File: src/rtl/la_pkg.sv
// Shared types and constants for the logic-analyzer read-out path.
package la_pkg;

  typedef enum logic [1:0] {
    IDLE,
    RD,
    LATCH,
    WAIT
  } dump_state_t;

  localparam logic [7:0] NAK_BYTE = 8'hEE;
  localparam logic [2:0] CH_MIN   = 3'd1;
  localparam logic [2:0] CH_MAX   = 3'd5;

endpackage

File: src/rtl/dump_ctrl_wrap_incr.sv
// Modulo-ENTRIES address incrementer; works for non-power-of-2 RAM depths.
module wrap_incr #(
  parameter int ENTRIES = 384,
  parameter int LOG2    = 9
) (
  input  logic [LOG2-1:0] addr,
  output logic [LOG2-1:0] next
);

  assign next = (addr == LOG2'(ENTRIES - 1)) ? '0 : addr + LOG2'(1);

endmodule

File: src/rtl/dump_ctrl.sv
// Sample-RAM dump sequencer: streams one channel's circular buffer, oldest to newest.
//
// state | meaning
// IDLE  | waiting for dump_req; raddr free
// RD    | RAM registers raddr this cycle
// LATCH | capture selected rdata into resp, pulse send_resp
// WAIT  | hold resp/raddr until the transmitter acknowledges
module dump_ctrl
  import la_pkg::*;
#(
  parameter int ENTRIES = 384,
  parameter int LOG2    = 9
) (
  input  logic            clk,
  input  logic            rst_n,
  input  logic            dump_req,
  input  logic [2:0]      dump_ch,
  input  logic [LOG2-1:0] waddr,
  input  logic [7:0]      rdataCH1,
  input  logic [7:0]      rdataCH2,
  input  logic [7:0]      rdataCH3,
  input  logic [7:0]      rdataCH4,
  input  logic [7:0]      rdataCH5,
  input  logic            resp_sent,
  output logic [LOG2-1:0] raddr,
  output logic [7:0]      resp,
  output logic            send_resp,
  output logic            busy,
  output logic            dump_done
);

  localparam logic [LOG2-1:0] LAST = LOG2'(ENTRIES - 1);

  dump_state_t     state;
  logic [2:0]      ch_q;
  logic [LOG2-1:0] cnt;
  logic [LOG2-1:0] raddr_next;
  logic [7:0]      rdata_sel;

  wrap_incr #(.ENTRIES(ENTRIES), .LOG2(LOG2)) u_wrap_incr (
    .addr (raddr),
    .next (raddr_next)
  );

  always_comb begin
    rdata_sel = '0;
    case (ch_q)
      3'd1:    rdata_sel = rdataCH1;
      3'd2:    rdata_sel = rdataCH2;
      3'd3:    rdata_sel = rdataCH3;
      3'd4:    rdata_sel = rdataCH4;
      3'd5:    rdata_sel = rdataCH5;
      default: rdata_sel = '0;
    endcase
  end

  always_ff @(posedge clk or negedge rst_n) begin
    if (!rst_n) begin
      state     <= IDLE;
      ch_q      <= '0;
      cnt       <= '0;
      raddr     <= '0;
      resp      <= '0;
      send_resp <= 1'b0;
      busy      <= 1'b0;
      dump_done <= 1'b0;
    end else begin
      send_resp <= 1'b0;
      dump_done <= 1'b0;
      case (state)
        IDLE: begin
          if (dump_req) begin
            busy <= 1'b1;
            if (dump_ch >= CH_MIN && dump_ch <= CH_MAX) begin
              ch_q  <= dump_ch;
              raddr <= waddr;
              cnt   <= '0;
              state <= RD;
            end else begin
              // NAK is a one-byte dump: cnt starts at the end so the ack finishes it
              resp      <= NAK_BYTE;
              send_resp <= 1'b1;
              cnt       <= LAST;
              state     <= WAIT;
            end
          end
        end
        RD: state <= LATCH;
        LATCH: begin
          resp      <= rdata_sel;
          send_resp <= 1'b1;
          state     <= WAIT;
        end
        WAIT: begin
          // An ack coincident with our own start pulse cannot belong to this byte
          if (resp_sent && !send_resp) begin
            if (cnt == LAST) begin
              dump_done <= 1'b1;
              busy      <= 1'b0;
              state     <= IDLE;
            end else begin
              cnt   <= cnt + LOG2'(1);
              raddr <= raddr_next;
              state <= RD;
            end
          end
        end
        default: state <= IDLE;
      endcase
    end
  end

endmodule

File: config.mk
export PLATFORM = sky130hd
export DESIGN_NAME = dump_ctrl
export DESIGN_NICKNAME = d
export VERILOG_FILES = /design/src/rtl/la_pkg.sv /design/src/rtl/dump_ctrl_wrap_incr.sv /design/src/rtl/dump_ctrl.sv
export SDC_FILE = /design/constraint.sdc
export NUM_CORES = 1
export LEC_CHECK = 0
export CORE_MARGIN = 5
export CORE_UTILIZATION = 49
export DETAILED_ROUTE_END_ITERATION = 16
export PLACE_DENSITY = 0.87
export SYNTH_ARGS = -nofsm -noshare
export SYNTH_HDL_FRONTEND = slang
export SYNTH_SLANG_ARGS = --single-unit
File: constraint.sdc
create_clock -name clk -period 3.2 [get_ports clk]
set_clock_uncertainty 0.15 [all_clocks]
set_input_delay 0.48 -clock clk [delete_from_list [all_inputs] [get_ports clk]]
set_output_delay 0.48 -clock clk [all_outputs]
set_load 0.01 [all_outputs]
Word-level counts from Yosys, hierarchy flattened
Cells that the tools add are included.
{"block": "classes", "add_sub_neg": 2, "n_lt_le_gt_ge": 2, "eq_ne": 16, "n_mux": 30, "reduce_logical": 12}
{"op": "9-bit 2-to-1 mux", "count": 9}
{"op": "8-bit one-hot mux with 5 select lines", "count": 1}
{"op": "9-bit one-hot mux with 2 select lines", "count": 2}
{"op": "9-bit by 1-bit adder with 9-bit output, second input constant", "count": 2}
{"op": "9-bit == test, second input constant", "count": 2}
{"op": "8-bit 2-to-1 mux", "count": 2}
{"op": "8-bit one-hot mux with 2 select lines", "count": 1}
{"op": "2-bit != test, second input constant", "count": 6}
{"op": "1-bit 2-to-1 mux", "count": 9}
{"op": "2-bit one-hot mux with 4 select lines", "count": 1}
{"op": "4-bit AND reduction", "count": 2}
{"op": "3-bit by 2-bit == test with 1-bit output, second input constant", "count": 2}
{"op": "3-bit == test, second input constant", "count": 2}
{"op": "2-bit 2-to-1 mux", "count": 3}
{"op": "3-bit AND reduction", "count": 2}
{"op": "5-bit AND reduction", "count": 1}
{"op": "2-bit == test, second input constant", "count": 2}
{"op": "1-bit one-hot mux with 2 select lines", "count": 2}
{"op": "2-bit nonzero test", "count": 2}
{"op": "3-bit by 1-bit == test with 1-bit output, second input constant", "count": 1}
{"op": "3-bit by 1-bit >= comparator with 1-bit output, second input constant", "count": 1}
{"op": "3-bit <= comparator, second input constant", "count": 1}
{"op": "2-bit by 1-bit == test with 1-bit output, second input constant", "count": 1}
{"op": "1-bit logical AND", "count": 2}
{"op": "3 further kinds", "count": 3}
{"block": "totals", "reg_bits": 34, "input_bits": 56, "output_inout_bits": 20, "word_cells": 70}

Depth between registers and ports, before layout
{"block": "logic_depth", "ltp_word": 5, "depth_mapped": 9, "depth_no_buf": 7}

Modules after synthesis
Synthesis repeated with hierarchy kept, for this count alone.
{"block": "unflattened", "cells_unflattened": 240, "hier_area_um2": 2346.0}
{"mod": "dump_ctrl", "n_inst": 1, "cells_per_inst": 215, "area_per_inst_um2": 2179.6, "seq_area_each_um2": 850.8}
{"mod": "wrap_incr", "n_inst": 1, "cells_per_inst": 25, "area_per_inst_um2": 166.4, "seq_area_each_um2": 0.0}

Worst setup path after synthesis
Ideal clock, no wire load.
{"block": "synth_path", "path_kind": "flip-flop to flip-flop", "from": "reg state[0]", "to": "reg raddr[4]", "setup_ps": 70, "arrival_time_ps": 1873, "required_ps": 2980, "path_slack_ps": 1107, "stages_incl_launch_ff": 9, "n_path_buf": 1, "synth_period_minus_slack_ps": 2093, "path_cell_list": "dfrtp_1 inv_1 ha_1 buf_6 nor2b_4 a211oi_4 nand3_2 or4b_1 nand3_1"}
{"block": "synth_via", "elab_chain_cells": 3, "elab_cells_between_ends": 9, "cone_classes": "5 x eq/ne; 1 x mux; 3 x reduce/logical"}
{"element": "from (decl)", "line_no": "dump_ctrl.sv:34", "text": "dump_state_t state;"}
{"element": "from (signal assigned)", "line_no": "dump_ctrl.sv:59", "text": "state <= IDLE;"}
{"element": "from (signal assigned)", "line_no": "dump_ctrl.sv:78", "text": "state <= RD;"}
{"element": "from (signal assigned)", "line_no": "dump_ctrl.sv:84", "text": "state <= WAIT;"}
{"element": "2-bit == test / 2-bit logical NOT (equally long branches)", "line_no": "dump_ctrl.sv:70", "text": "case (state)"}
{"element": "2-bit != test (no source line) / 2-bit nonzero test (equally long branches)"}
{"element": "5-bit AND reduction (no source line)"}
{"element": "to (signal assigned)", "line_no": "dump_ctrl.sv:76", "text": "raddr <= waddr;"}
{"element": "to (signal assigned)", "line_no": "dump_ctrl.sv:103", "text": "raddr <= raddr_next;"}
{"element": "to (decl)", "line_no": "dump_ctrl.sv:25", "text": "output logic [LOG2-1:0] raddr,"}
Several ways; a longest one is shown, not always the timed one.
A chain may end at the register's enable or synchronous reset.

Worst setup path after layout
{"block": "layout_path", "from": "in dump_ch[2]", "to": "reg raddr[4]"}
{"block": "layout_via", "elab_chain_cells": 4, "elab_cells_between_ends": 5, "cone_classes": "2 x order compare; 1 x eq/ne; 2 x reduce/logical"}
{"element": "from (decl)", "line_no": "dump_ctrl.sv:17", "text": "input logic [2:0] dump_ch,"}
{"element": "3-bit by 1-bit >= comparator with 1-bit output / 3-bit <= comparator (equally long branches)", "line_no": "dump_ctrl.sv:74", "text": "if (dump_ch >= CH_MIN && dump_ch <= CH_MAX) begin"}
{"element": "1-bit logical AND *", "line_no": "dump_ctrl.sv:74"}
{"element": "2-bit != test (no source line) *"}
{"element": "5-bit AND reduction (no source line) *"}
Every way passes the cells marked *; elsewhere a longest branch is shown, timed or not.

==> reports/qor.txt <==
# hold bufs at CTS -> 0
R2R Setup Slk -> 730 ps
EDFF count, synth -> 0
Hold_sp -> resp[4]
Layout cells sized above 1 -> 0.0909
Buffers plus inverters on the worst setup path -> 1
Sequential-to-total area share from yosys stat -> 0.383
WL met1 -> 2540 microns
Synth top area share -> 0.383
Die X -> 77.4 microns
Synth async-reset ratio -> 1.00
Critical path, cell by cell -> clkdlybuf4s50_1 > and2_1 > o21ai_1 > nand3_2 > or4b_1 > nand3_1
CTS Buf Count -> 5
Vias/cell -> 5.94
# port buffers -> 75
Via count of the routed design -> 2205
Mapped Cells -> 248
Crit path DAT -> 2590 ps
Clock Path Buffers -> 2
Mapped cell area -> 2220 sq um
Worst r2r src -> state[1]
CP peak stage delay -> 570 ps
CP Launch Type -> input port
First-pass GRT wire length -> 10100 microns
Routed Antenna Nets -> 0
Dominant cell type by area after synthesis -> dfrtp_1
WHS Endpoint -> resp[4]
First-pass detailed-route iteration total -> 5
Grt ovf -> 0
FP Rows -> 24
Die height -> 77.4 microns
Main flop type after synthesis -> dfrtp_1
Post-route cell area -> 3110 sq um
RD Place Congestion -> 0.778
WL/cell -> 16.8 microns
Worst path top cell family by delay -> simple AND/OR/NAND/NOR gates
Area grow syn2layout -> 39.7%
CP Max Fanout -> 17
DRC errors left -> 0
Final cycle utilization of the critical path -> 0.786
DP Wirelength -> 4670 microns
Unrepaired setup endpoints after global routing -> false
DR top layer -> met4
Die ar. -> 5980 sq um
Maximum clock rate -> 398 MHz
Post-CTS setup repair buffer count -> 0
Core area -> 4380 sq um
CTS resizes -> 0
RR Endpoint -> raddr[4]
Met3 WL post-DR -> 296 microns
Final setup TNS -> 0 ps
Leak -> 1.25 nW
Clk Latency, worst-skew pair -> 290 ps
Worst VDD drop -> 0.000569 V
Largest net degree at the start of global routing -> 35
FF-to-FF path depth -> 7
Utilization after layout -> 0.708
Initial antenna violation count -> 0
Global Route Usage Sum -> 0.207
Max Cap Violations -> 0
Distinct cells, synth -> 48
Syn Nets -> 310
Hold slack -> 344 ps
Setup violations, final -> 0
ANT cells -> 0
Vias in the first global route -> 2107
Nature of the critical path endpoint -> flip-flop
DRT iter0 DRCs -> 235
Least-Margin Pin Slew -> 785 ps
CP Class -> input port to flip-flop
Hold Crit Depth -> 1
CTS sink cnt -> 34
Final #Nets -> 380
DP Area -> 3000 sq um
CTS Root Cell -> clkbuf_8
Tmin final -> 2510 ps
Register bit count reported by yosys -> 34
Max transition margin -> 0.476
Final Hold Vio Count -> 0
Yosys warning count -> 0
Power per cell area -> 904 nW/um^2
Slew Viols, Final -> 0
Total Wirelength -> 6250 microns
# IOs -> 76
Synth area leaders -> dfrtp_1 (38%), mux2_2 (4.6%), a21oi_1 (4.5%)
Syn avg cell area -> 8.97 sq um
Hold Path Class -> flip-flop to flip-flop
FILL cells -> 354
CTS H-Tree Depth -> 2
Crit path required time -> 3280 ps
Worst path slowest cell -> or4b_1
CTS tree -> yes
CTS clk-pin slew, worst paths -> 70 ps
Status -> completed
Initial core utilization -> 0.507
Wire length on met2 -> 3290 microns
## worst max-delay path by stage
stage | startpoint | to | slack [ps] | depth (start not counted)
2_1_floorplan | state[0] | raddr[4] | 1110 | 8
6_report | dump_ch[2] | raddr[4] | 690 | 6
5_1_grt | dump_ch[2] | raddr[4] | 530 | 6
3_3_place_gp | dump_ch[2] | raddr[4] | 510 | 6
3_5_place_dp | dump_ch[2] | raddr[4] | 420 | 6
4_1_cts | dump_ch[2] | raddr[4] | 700 | 6
## registers in the layout (all words and copies together) (netlist names)
register,flops
busy,1
send_resp,1
raddr,9
dump_done,1
ch_q,3
cnt,9
state,2
resp,8
## cells by family (layout without fill, tap and decap cells)
group           Yosys count  after routing  synth area share
xor+xnor                  1              1           0.00394
compound gates           85             85             0.261
fa+ha+maj                 6              6            0.0338
simple gates             79             79             0.184
flops                    34             34             0.383
mux                      18             18            0.0861
buf+inv                  25             96            0.0484
## area by class of cell
class,instances,area [sq um],share of cell area
Multi-Input combinational cell,189,1260,0.407
Sequential cell,34,851,0.274
Inverter,9,33.8,0.0109
Tap cell,52,65.1,0.0210
Timing Repair Buffer,79,781,0.251
Clock buffer,8,110,0.0355
## per-layer routing
layer	vias to the layer above	GRT usage
met5	-	0
met4	0	0.0756
met3	13	0.0394
met2	71	0.355
met1	1045	0.258
li1	1076	-
## metrics by stage
step,total power [W],instances,worst slack [ps]
2_1_floorplan,0.00189,248,1110
3_3_place_gp,0.00236,363,513
3_5_place_dp,0.00243,363,421
4_1_cts,0.00281,371,698
5_1_grt,0.00303,371,532
6_report,0.00281,371,686
## synthesized netlist by cell type, types with 4 or more instances
cell type,instances
ha_1,6
a21oi_1,20
inv_1,9
buf_2,5
nor3_1,6
mux2i_1,9
mux2_2,9
o21ai_0,14
nand3b_1,4
a22oi_1,7
clkbuf_1,9
o21ai_1,4
nand2_1,14
nand4_1,5
and3_1,4
dfrtp_1,34
a31oi_1,7
o22ai_1,4
nor2_1,23
o221a_2,4
o22a_1,7
nand3_1,9
## cells in the final DEF, fill, tap and decap left out, drive strengths merged, types with 2 or more instances in the layout
cell,n
clkdlybuf4s50,75
dfrtp,34
nor2,23
a21oi,20
o21ai,18
nand2,14
nand3,10
inv,9
mux2i,9
mux2,9
clkbuf,8
a22oi,7
o22a,7
a31oi,7
nor3,6
ha,6
nand4,5
o22ai,4
o221a,4
nand3b,4
and3,4
buf,4
nor2b,4
o2bb2ai,3
and2,2
and4,2
nand2b,2
a41oi,2
o21a,2
## where the power goes
group          switching (W)  leakage (nW)  internal [W]
combinational       0.000772         0.804      0.000771
sequential          0.000260         0.392      0.000632
clock               0.000155        0.0575      0.000217
total                0.00119          1.25       0.00162
Power figures use the tool's default switching activity.
